## src/rtl/puf_challenge_sequencer_if.sv

```systemverilog
// Sequencer-side view of the LFSR obfuscator and PUF core: LFSR load/step
// controls plus the 4-phase challenge request/acknowledge pair.
interface puf_challenge_sequencer_if;
    logic [7:0] lfsr_seed;
    logic       lfsr_load;
    logic       lfsr_step;
    logic [7:0] lfsr_challenge;
    logic [7:0] puf_challenge;
    logic       puf_req;
    logic       puf_ack;
    logic       puf_resp;

    modport master (
        output lfsr_seed, lfsr_load, lfsr_step, puf_challenge, puf_req,
        input  lfsr_challenge, puf_ack, puf_resp
    );

    modport slave (
        input  lfsr_seed, lfsr_load, lfsr_step, puf_challenge, puf_req,
        output lfsr_challenge, puf_ack, puf_resp
    );
endinterface

```

## src/rtl/puf_challenge_sequencer.sv

```systemverilog
// Seeds the LFSR, walks it through NUM_CHALLENGES challenges over a 4-phase
// req/ack handshake with the PUF core and packs the response bits.
module puf_challenge_sequencer #(
    parameter int NUM_CHALLENGES = 16,
    parameter int TIMEOUT_CYCLES = 64
) (
    input  logic                      clk,
    input  logic                      reset,
    input  logic                      start,
    input  logic [7:0]                seed,
    puf_challenge_sequencer_if.master bus,
    output logic [NUM_CHALLENGES-1:0] response_word,
    output logic                      busy,
    output logic                      done,
    output logic                      timeout_err
);
    localparam int IW = (NUM_CHALLENGES > 1) ? $clog2(NUM_CHALLENGES) : 1;
    localparam int TW = $clog2(TIMEOUT_CYCLES + 1);
    localparam logic [IW-1:0] LAST_IDX  = IW'(NUM_CHALLENGES - 1);
    localparam logic [TW-1:0] LAST_TICK = TW'(TIMEOUT_CYCLES - 1);

    typedef enum logic [2:0] {
        IDLE, LOAD, LATCH, REQ, RELEASE, STEP, DONE
    } state_t;

    state_t                    state, state_nxt;
    logic [IW-1:0]             idx, idx_nxt;
    logic [TW-1:0]             tick, tick_nxt;
    logic [7:0]                seed_nxt, chal_nxt;
    logic [NUM_CHALLENGES-1:0] resp_nxt;
    logic                      terr_nxt;

    always_ff @(posedge clk or negedge reset) begin
        if (!reset) begin
            state             <= IDLE;
            idx               <= '0;
            tick              <= '0;
            bus.lfsr_seed     <= '0;
            bus.lfsr_load     <= 1'b0;
            bus.lfsr_step     <= 1'b0;
            bus.puf_challenge <= '0;
            bus.puf_req       <= 1'b0;
            response_word     <= '0;
            busy              <= 1'b0;
            done              <= 1'b0;
            timeout_err       <= 1'b0;
        end else begin
            state             <= state_nxt;
            idx               <= idx_nxt;
            tick              <= tick_nxt;
            bus.lfsr_seed     <= seed_nxt;
            bus.puf_challenge <= chal_nxt;
            response_word     <= resp_nxt;
            timeout_err       <= terr_nxt;
            // Strobes and status are decoded from the next state so they line
            // up with the state they belong to while still being flops.
            bus.lfsr_load     <= (state_nxt == LOAD);
            bus.lfsr_step     <= (state_nxt == STEP);
            bus.puf_req       <= (state_nxt == REQ);
            busy              <= (state_nxt != IDLE);
            done              <= (state_nxt == DONE);
        end
    end

    always_comb begin
        state_nxt = state;
        idx_nxt   = idx;
        seed_nxt  = bus.lfsr_seed;
        chal_nxt  = bus.puf_challenge;
        resp_nxt  = response_word;
        terr_nxt  = timeout_err;
        tick_nxt  = '0;

        case (state)
            IDLE: begin
                if (start) begin
                    seed_nxt  = seed;
                    resp_nxt  = '0;
                    idx_nxt   = '0;
                    terr_nxt  = 1'b0;
                    state_nxt = LOAD;
                end
            end
            LOAD:  state_nxt = LATCH;
            LATCH: begin
                chal_nxt  = bus.lfsr_challenge;
                state_nxt = REQ;
            end
            REQ: begin
                // A level-high ack on the first REQ cycle is taken as-is.
                if (bus.puf_ack) begin
                    for (int k = 0; k < NUM_CHALLENGES; k++)
                        if (idx == IW'(k)) resp_nxt[k] = bus.puf_resp;
                    state_nxt = RELEASE;
                end else if (tick == LAST_TICK) begin
                    terr_nxt  = 1'b1;
                    state_nxt = DONE;
                end
            end
            RELEASE: begin
                if (!bus.puf_ack) begin
                    if (idx == LAST_IDX) begin
                        state_nxt = DONE;
                    end else begin
                        idx_nxt   = idx + IW'(1);
                        state_nxt = STEP;
                    end
                end else if (tick == LAST_TICK) begin
                    terr_nxt  = 1'b1;
                    state_nxt = DONE;
                end
            end
            STEP:    state_nxt = LATCH;
            DONE:    state_nxt = IDLE;
            default: state_nxt = IDLE;
        endcase

        // Timeout restarts on entry to each wait state, counts while staying.
        if ((state_nxt == REQ || state_nxt == RELEASE) && state_nxt == state)
            tick_nxt = tick + TW'(1);
    end
endmodule

```

## src/flat_wrapper.sv

```systemverilog
// flat-port wrapper written by rule: the top's interface ports become plain ports
module puf_challenge_sequencer_flat 
#(
    parameter int NUM_CHALLENGES = 16,
    parameter int TIMEOUT_CYCLES = 64
)
  (clk, reset, start, seed, response_word, busy, done, timeout_err, bus_lfsr_seed, bus_lfsr_load, bus_lfsr_step, bus_puf_challenge, bus_puf_req, bus_lfsr_challenge, bus_puf_ack, bus_puf_resp);
  puf_challenge_sequencer_if bus_i ();
  input  logic clk;
  input  logic reset;
  input  logic start;
  input  logic [7:0] seed;
  output logic [NUM_CHALLENGES-1:0] response_word;
  output logic busy;
  output logic done;
  output logic timeout_err;
  output wire logic [$bits(bus_i.lfsr_seed)-1:0] bus_lfsr_seed;
  output wire logic [$bits(bus_i.lfsr_load)-1:0] bus_lfsr_load;
  output wire logic [$bits(bus_i.lfsr_step)-1:0] bus_lfsr_step;
  output wire logic [$bits(bus_i.puf_challenge)-1:0] bus_puf_challenge;
  output wire logic [$bits(bus_i.puf_req)-1:0] bus_puf_req;
  input wire logic [$bits(bus_i.lfsr_challenge)-1:0] bus_lfsr_challenge;
  input wire logic [$bits(bus_i.puf_ack)-1:0] bus_puf_ack;
  input wire logic [$bits(bus_i.puf_resp)-1:0] bus_puf_resp;
  assign bus_lfsr_seed = bus_i.lfsr_seed;
  assign bus_lfsr_load = bus_i.lfsr_load;
  assign bus_lfsr_step = bus_i.lfsr_step;
  assign bus_puf_challenge = bus_i.puf_challenge;
  assign bus_puf_req = bus_i.puf_req;
  assign bus_i.lfsr_challenge = bus_lfsr_challenge;
  assign bus_i.puf_ack = bus_puf_ack;
  assign bus_i.puf_resp = bus_puf_resp;
  puf_challenge_sequencer #(.NUM_CHALLENGES(NUM_CHALLENGES), .TIMEOUT_CYCLES(TIMEOUT_CYCLES)) u_core (.clk(clk), .reset(reset), .start(start), .seed(seed), .bus(bus_i), .response_word(response_word), .busy(busy), .done(done), .timeout_err(timeout_err));
endmodule
```

## config.mk

```make
export PLATFORM = sky130hd
export DESIGN_NAME = puf_challenge_sequencer_flat
export DESIGN_NICKNAME = d
export VERILOG_FILES = /design/src/rtl/puf_challenge_sequencer_if.sv /design/src/rtl/puf_challenge_sequencer.sv /design/src/flat_wrapper.sv
export SDC_FILE = /design/constraint.sdc
export NUM_CORES = 1
export LEC_CHECK = 0
export CAP_MARGIN = 20
export CORE_MARGIN = 4
export CORE_UTILIZATION = 53
export DETAILED_ROUTE_END_ITERATION = 8
export PLACE_DENSITY = 0.83
export SYNTH_ARGS = -nofsm -noshare
export SYNTH_HDL_FRONTEND = slang
export SYNTH_SLANG_ARGS = --single-unit
```

## constraint.sdc

```tcl
create_clock -name clk -period 4.1 [get_ports clk]
set_input_delay 0.82 -clock clk [delete_from_list [all_inputs] [get_ports clk]]
set_output_delay 0.82 -clock clk [all_outputs]
set_load 0.05 [all_outputs]
```

==> results of run 1 <==
## cells in the mapped netlist (3+ instances only)
cell type / count / area, um2
a22oi_1: 11 / 82.6
nand3b_1: 11 / 82.6
nor2_1: 5 / 18.8
nor3_1: 3 / 15.0
buf_2: 6 / 30.0
dfrtp_1: 52 / 1300
nor3b_1: 6 / 45.0
mux2_2: 9 / 101
clkbuf_1: 8 / 30.0
a21oi_1: 4 / 20.0
nand2_1: 33 / 124
o21ai_0: 3 / 15.0
ha_1: 5 / 62.6
o2bb2ai_1: 8 / 70.1
inv_1: 14 / 52.6
o22ai_1: 12 / 75.1
nand3_1: 11 / 55.1
## flip-flops by register name, indices dropped and copies added (netlist names)
register	flops
u_core.busy	1
u_core.tick	7
u_core.bus.lfsr_seed	8
u_core.state	3
u_core.bus.lfsr_load	1
u_core.response_word	16
u_core.bus.lfsr_step	1
u_core.bus.puf_req	1
u_core.idx	4
u_core.done	1
u_core.timeout_err	1
u_core.bus.puf_challenge	8
## cell type report
| cell class | instances | area share |
|---|---|---|
| clock buffers | 7 | 0.0272 |
| repair buffers | 60 | 0.190 |
| flip-flops and latches | 52 | 0.410 |
| well taps | 52 | 0.0205 |
| multi-input cells | 154 | 0.333 |
| inverters | 15 | 0.0177 |
| clock inverters | 1 | 0.00236 |
## metal layers
metal / share of wire / vias to the layer above / global-route usage
met4: 0.015 / 0 / 0.0652
met2: 0.46 / 53 / 0.291
met3: 0.063 / 8 / 0.0579
met5: 0 / - / 0
li1: - / 952 / -
met1: 0.46 / 939 / 0.244
## metrics by stage
stage / area, um2 / worst slack (ns)
final: 3180 / 1.42
after global routing: 3180 / 1.30
after CTS: 3160 / 1.47
after detailed placement: 3060 / 1.14
after global placement: 3060 / 1.22
after floorplan: 2480 / 2.11
## where the power goes
part	total [uW]	internal [uW]	switching [uW]
Clock	302	137	165
Sequential	736	636	100
Combinational	1020	388	635
## cell families after synthesis
group | Yosys count | synth area share
compound gates | 48 | 0.138
xor+xnor | 3 | 0.0106
fa+ha+maj | 5 | 0.0252
buf+inv | 30 | 0.0514
flops | 52 | 0.524
mux | 12 | 0.0549
simple gates | 86 | 0.196
## critical path, stage by stage
cell	delay [ns]
clkdlybuf4s50_1	0.73
nand4b_1	0.61
a22o_1	0.43
mux2_4	0.29
## worst min path at each step
stage / end / slack [ns] / cells after the start
after floorplan: u_core.tick[0] / 0.47 / 1
after global placement: u_core.bus.lfsr_seed[6] / 0.46 / 2
after detailed placement: u_core.bus.lfsr_seed[2] / 0.46 / 2
after CTS: u_core.bus.lfsr_seed[7] / 0.49 / 2
after global routing: u_core.bus.puf_challenge[0] / 0.50 / 1
final: u_core.bus.puf_challenge[0] / 0.46 / 1
==> flow_summary.yaml, run 1 <==
worst_setup_path:
  rr_worst_depth: 3
  r2r_end: "u_core.response_word[15]"
  crit_path_start_kind: "input port"
  endpoint: "u_core.response_word[15]"
  critical_path_class: "input port to flop"
  r2r_slack_ns: 2.10
  r2r-start: "u_core.state[1]"
  critPathMaxFanout: 16
  cp.required_ns: 4.30
  critPathCaptureType: "flop"
  worstPathArrival_ns: 2.89
  critPathLaunch: "bus_puf_ack"
logic_synthesis:
  synth_edf_count: 0
  async_flop_share: 1.00
  syn_nets: 262
  synth_cell_types: 45
  synthFlopType: "dfrtp_1"
  syn_area_per_cell_um2: 10.5
  synth_seq_cells: 52
  ys_warn_count: 0
  synth_area_mm2: 0.00248
  ys_seq_area_frac: 0.524
  syn-instance-count: 236
route:
  wire_per_inst_um: 15.3
  totalWireLength_um: 5230
  first_pass_iters: 4
  vias: 1952
  drc: 0
  dr.first_iter.drc_count: 176
  ant_nets: 0
  vias_per_cell: 5.72
die:
  initial_core_util: 0.559
  fp.coreArea_mm2: 0.00444
  die_w_um: 76.5
  fp.dieH_um: 76.5
  io_pins: 59
  rows: 24
  dieArea_mm2: 0.00585
layout:
  fillers: 347
  multi_input_area_mm2: 0.00106
  ff_latch_area_mm2: 0.00130
  layout_commonest_cell: "clkdlybuf4s50_1"
  diodes: 0
  finalNetCount: 314
  area_growth_pct: 27.8
  utilization: 0.715
  fin_cells: 341
  layout_common_cells: "clkdlybuf4s50_1 (57), dfrtp_1 (52), nand2_1 (33)"
  drive_gt1_frac: 0.0865
min_path:
  hold_class: "input port to asynchronous set/reset pin"
sta:
  slew_headroom: 0.568
  fin_crit_ns: 2.68
  finClkSkew_ns: 0.00402
  slew_violations: 0
  setup-tns-final_ns: 0
  fmaxAchievable_ghz: 0.373
  setup_viol: 0
  hold_viol_final: 0
  tightest_slew_ns: 0.645
  whs_ns: 0.464
  fin_crit_sh: 0.654
  rsz0062_at_grt: "no"
power:
  ir_drop_uv: 438
  power_uw: 2060
  p_per_area_mw_per_mm2: 649
  p_leak_uw: 0.00135
grt:
  grt_use_total: 0.186
  grt_max_degree: 53
  grt_remaining_overflow: 0
  antenna_found_initial: 0
  grt_pass1_vias: 1853
  grt_pass1_wl_um: 8810
cts:
  cts_sinks: 52
  numCtsBuffers: 5
  post-cts-setup-buffers: 0
  clk_pin_slew_worst_paths_ns: 0.09
  hold_buffers: 0
  clockBufferDepth: 2
  ctsResizeCount: 0
  h-tree-depth: 2
  root_buffer: "clkbuf_8"
  cts_tree: "built"
  clock_latency_ns: 0.31
status:
  status: "finished clean"
placed_design:
  io_buffers: 58
  place_hpwl_um: 3690
  gp_congestion: 0.854
  place_inst: 332
job:
  maxCapViolCount: 0
Power figures use the tool's default switching activity.
==> run 2, diff against run 1 <==
Settings changed: CORE_UTILIZATION 53 to 49, PLACE_DENSITY 0.83 to 0.78.
Clock period 4.1 ns to 2.7 ns, I/O delays scaled along.
==> run 2 against run 1 <==
Against the previous run: utilization down 5.1 points; combinational power up 54%; worst hold slack got worse by 0.14 ns; via count is 2.8% lower; count of clock-buffer cells in the layout fell by 2; cell area up 0.71%; flip-flop and latch count stayed put; register-to-register slack got worse by 1.3 ns; die area up 7.3%; critical path depth shrank 3; total power is 52% higher; clock power is 45% higher; critical path type is now flop to output pin.
==> flow_summary.yaml, run 2 (synthesized netlist as in run 1, its figures left out) <==
sta:
  rsz0062_at_grt: "no"
  hold_viol_final: 0
  slew_headroom: 0.572
  slew_violations: 0
  setup_viol: 0
  setup-tns-final_ns: 0
  fin_crit_sh: 0.753
  whs_ns: 0.321
  fin_ws_ns: 0.666
  finClkSkew_ns: 0.00559
  fin_crit_ns: 2.03
  fmaxAchievable_ghz: 0.492
  tightest_slew_ns: 0.642
power:
  p_leak_uw: 0.00136
  power_uw: 3130
  p_per_area_mw_per_mm2: 977
  p_int_uw: 1750
  ir_drop_uv: 637
  pwr-share-clk: 0.141
  seq_power_share: 0.357
  combPwrFrac: 0.502
  p_switching_uw: 1380
  netSwitchingFraction: 0.441
job:
  maxCapViolCount: 0
die:
  io_pins: 59
  dieArea_mm2: 0.00627
  die_w_um: 79.2
  fp.dieH_um: 79.2
  rows: 25
  fp.coreArea_mm2: 0.00482
  initial_core_util: 0.516
status:
  status: "finished clean"
min_path:
  hold_class: "input port to asynchronous set/reset pin"
worst_setup_path:
  path_buf_inv: 1
  crit_chain: "clkdlybuf4s50_1"
  critical_path_class: "flop to output pin"
  cp_slowest_cell: "clkdlybuf4s50_1"
  critPathTopFamily: "buffers and inverters"
  critPathCaptureType: "output pin"
  cp.required_ns: 2.16
  critPathMaxFanout: 2
  max_stage_delay_ns: 0.82
  crit_path_start_kind: "flop"
  worstPathArrival_ns: 1.49
cts:
  clock_latency_ns: 0.31
  h-tree-depth: 2
  root_buffer: "clkbuf_8"
  cts_tree: "built"
  hold_buffers: 0
  clk_pin_slew_worst_paths_ns: 0.10
  cts_sinks: 52
  post-cts-setup-buffers: 0
  numCtsBuffers: 5
  clockBufferDepth: 2
  ctsResizeCount: 0
route:
  totalWireLength_um: 5160
  wl_met3_um: 354
  wire_per_inst_um: 14.4
  wl_met1_um: 2410
  wl_met2_um: 2320
  vias_per_cell: 5.29
  drc: 0
  vias: 1898
  top_layer_used: "met4"
  dr.first_iter.drc_count: 147
  ant_nets: 0
  first_pass_iters: 4
layout:
  diodes: 0
  reg_top3: "u_core.response_word: 16 flops, u_core.bus.lfsr_seed: 8 flops, u_core.bus.puf_challenge: 8 flops"
  drive_gt1_frac: 0.0993
  layout_commonest_cell: "clkdlybuf4s50_1"
  layout_common_cells: "clkdlybuf4s50_1 (57), dfrtp_1 (52), nand2_1 (33)"
  finalNetCount: 317
  top_register: "u_core.response_word"
  largest_reg_flops: 16
  area_growth_pct: 28.7
grt:
  antenna_found_initial: 0
  grt_pass1_wl_um: 8720
  grt_max_degree: 53
  grt_use_total: 0.177
  grt_remaining_overflow: 0
  grt_pass1_vias: 1800
placed_design:
  io_buffers: 58
  gp_congestion: 0.834
  pre_cts_slack_ns: 0.362
  place_hpwl_um: 3640
[run 2: cell count changes in the layout (fill, tap and decap cells not counted), sizes merged]
| cell | delta |
|---|---|
| buf | +3 |
| clkinv | +3 |
| clkbuf | -2 |
| clkinvlp | -1 |
[run 2: stage by stage]
step | instances | cell area (um2) | util
floorplan | 236 | 2480 | -
global placement | 351 | 3110 | 0.646
detailed placement | 351 | 3110 | 0.646
CTS | 359 | 3200 | 0.664
global route | 359 | 3200 | 0.664
finish | 359 | 3200 | 0.664
[run 2: power groups by stage]
stage                     logic (uW)  registers [uW]  clock network, uW
after floorplan                  623            1610                  0
after global placement          1550            1120                  0
after detailed placement        1580            1130                  0
after CTS                       1580            1120                455
after global routing            1670            1150                486
final                           1570            1120                439
[run 2: area by class of cell]
| cell class | instances | area, um2 |
|---|---|---|
| fill | 412 | 1620 |
| clock buffer | 5 | 68.8 |
| clock inverter | 3 | 18.8 |
| sequential | 52 | 1300 |
| multi-input combinational | 154 | 1060 |
| inverter | 15 | 56.3 |
| tap | 67 | 83.8 |
| timing repair buffer | 63 | 613 |
[run 2: layer usage]
| metal | global-route usage | up-vias |
|---|---|---|
| met1 | 0.244 | 884 |
| met4 | 0.0567 | 0 |
| li1 | - | 953 |
| met2 | 0.271 | 55 |
| met3 | 0.0510 | 6 |
| met5 | 0 | - |
[run 2: worst paths after layout]
| path | from | to | slack, ns | depth (start not counted) |
|---|---|---|---|---|
| setup / recovery | u_core.bus.lfsr_seed[7] | bus_lfsr_seed[7] | 0.67 | 1 |
| hold / removal | reset | u_core.response_word[8] | 0.32 | 2 |
| setup reg to reg | u_core.state[1] | u_core.response_word[15] | 0.78 | 3 |
| hold reg to reg | u_core.bus.lfsr_seed[1] | u_core.bus.lfsr_seed[1] | 0.49 | 2 |
| max in group asynchronous | reset | u_core.bus.puf_challenge[0] | 1.96 | 2 |
| min in group clk | u_core.bus.lfsr_seed[1] | u_core.bus.lfsr_seed[1] | 0.49 | 2 |
==> run 3, diff against run 2 <==
Clock period 2.7 ns to 2 ns, I/O delays scaled along.
==> run 3 against run 2 <==
Against the previous run: setup slack lost 0.55 ns; combinational power is 43% higher; cell area increased by 2.6%; sequential share of layout area fell by 1.0 points; final cell count is 2.5% higher; clock power rose by 38%; critical path type unchanged; highest routed layer unchanged.
==> flow_summary.yaml, run 3 (synthesized netlist as in run 1, its figures left out) <==
status:
  status: "finished clean"
cts:
  h-tree-depth: 2
  clockBufferDepth: 2
  root_buffer: "clkbuf_8"
  post-cts-setup-buffers: 0
  clock_latency_ns: 0.30
  numCtsBuffers: 5
  cts_sinks: 52
  clk_pin_slew_worst_paths_ns: 0.09
  ctsResizeCount: 0
  hold_buffers: 0
  cts_tree: "built"
sta:
  whs_ns: 0.0747
  slew_headroom: 0.623
  setup_viol: 0
  rsz0062_at_grt: "no"
  finClkSkew_ns: 0.00664
  fin_crit_sh: 0.943
  fin_crit_ns: 1.89
  hold_viol_final: 0
  fin_ws_ns: 0.113
  fmaxAchievable_ghz: 0.530
  tightest_slew_ns: 0.565
  slew_violations: 0
grt:
  grt_max_degree: 30
  grt_remaining_overflow: 0
  antenna_found_initial: 0
  grt_use_total: 0.190
  grt_pass1_vias: 1998
  grt_pass1_wl_um: 9290
worst_setup_path:
  r2r_end: "u_core.response_word[5]"
  r2r_slack_ns: 0.31
  rr_worst_depth: 4
  critPathCaptureType: "output pin"
  crit_chain: "clkdlybuf4s50_1"
  max_stage_delay_ns: 0.81
  worstPathArrival_ns: 1.49
  r2r-start: "u_core.state[2]"
  critPathMaxFanout: 2
  crit_path_start_kind: "flop"
  path_buf_inv: 1
  critPathTopFamily: "buffers and inverters"
  cp.required_ns: 1.60
  cp_slowest_cell: "clkdlybuf4s50_1"
  critical_path_class: "flop to output pin"
die:
  dieArea_mm2: 0.00627
  rows: 25
  io_pins: 59
  fp.dieH_um: 79.2
  fp.coreArea_mm2: 0.00482
  die_w_um: 79.2
  initial_core_util: 0.516
route:
  wire_per_inst_um: 14.9
  vias_per_cell: 5.41
  wl_met3_um: 400
  wl_met2_um: 2520
  top_layer_used: "met4"
  ant_nets: 0
  vias: 1992
  first_pass_iters: 5
  wl_met1_um: 2480
  drc: 0
  dr.first_iter.drc_count: 130
  totalWireLength_um: 5480
layout:
  multi_input_area_mm2: 0.00106
  finalNetCount: 326
  top_register: "u_core.response_word"
  largest_reg_flops: 16
  drive_gt1_frac: 0.120
  layout_commonest_cell: "clkdlybuf4s50_1"
  layout_common_cells: "clkdlybuf4s50_1 (57), dfrtp_1 (52), nand2_1 (33)"
  fillers: 405
  diodes: 0
  ff_latch_area_mm2: 0.00130
  area_growth_pct: 32.0
  reg_top3: "u_core.response_word: 16 flops, u_core.bus.lfsr_seed: 8 flops, u_core.bus.puf_challenge: 8 flops"
power:
  p_per_area_mw_per_mm2: 1320
  ir_drop_uv: 1100
  p_leak_uw: 0.00141
placed_design:
  place_hpwl_um: 4040
  gp_congestion: 0.799
  io_buffers: 58
  pre_cts_slack_ns: -0.0154
min_path:
  hold_class: "input port to asynchronous set/reset pin"
job:
  maxCapViolCount: 0
## run 3: changes by cell type in the layout (fill, tap and decap cells not counted), sizes merged
cell,previous run,this run
buf,6,15
clkbuf,5,8
clkinv,3,0
## run 3: worst max path at each step
stage | cells after the start | slack (ns) | from | endpoint
2_1_floorplan | 4 | 0.37 | u_core.state[1] | u_core.response_word[15]
3_3_place_gp | 5 | -0.02 | start | u_core.response_word[5]
3_5_place_dp | 6 | -0.02 | start | u_core.bus.lfsr_seed[4]
4_1_cts | 1 | 0.10 | u_core.response_word[11] | response_word[11]
5_1_grt | 1 | 0.06 | u_core.timeout_err | timeout_err
6_report | 1 | 0.11 | u_core.response_word[11] | response_word[11]
## run 3: area by class of cell
class                   count  share of cell area
repair buffers             72               0.211
clock buffers               8              0.0275
flip-flops and latches     52               0.397
well taps                  67              0.0256
inverters                  15              0.0172
multi-input cells         154               0.322
## run 3: worst register-to-register path, delay by kind of cell (launching register included)
family	cells	cell delay, ns
flops	1	0.50
buf+inv	1	0.22
simple gates	1	0.55
compound gates	2	0.31
## run 3: power by group
group | internal (uW) | switching, uW
clock | 283 | 326
combinational | 865 | 1380
sequential | 1310 | 166
total | 2450 | 1870
## run 3: metal layers
layer  vias to the layer above  track usage
met4                         0       0.0670
met1                       948        0.246
met2                        64        0.298
met3                         7       0.0635
met5                         -            0
li1                        973            -
## run 3: stage by stage
step	setup TNS [ns]	instances	total power (uW)	area, um2	utilization
floorplan	0	236	3010	2480	-
global placement	-0.0223	360	3690	3190	0.662
detailed placement	-0.0474	360	3740	3190	0.662
CTS	0	368	4360	3280	0.681
global route	0	368	4570	3280	0.681
finish	0	368	4320	3280	0.681
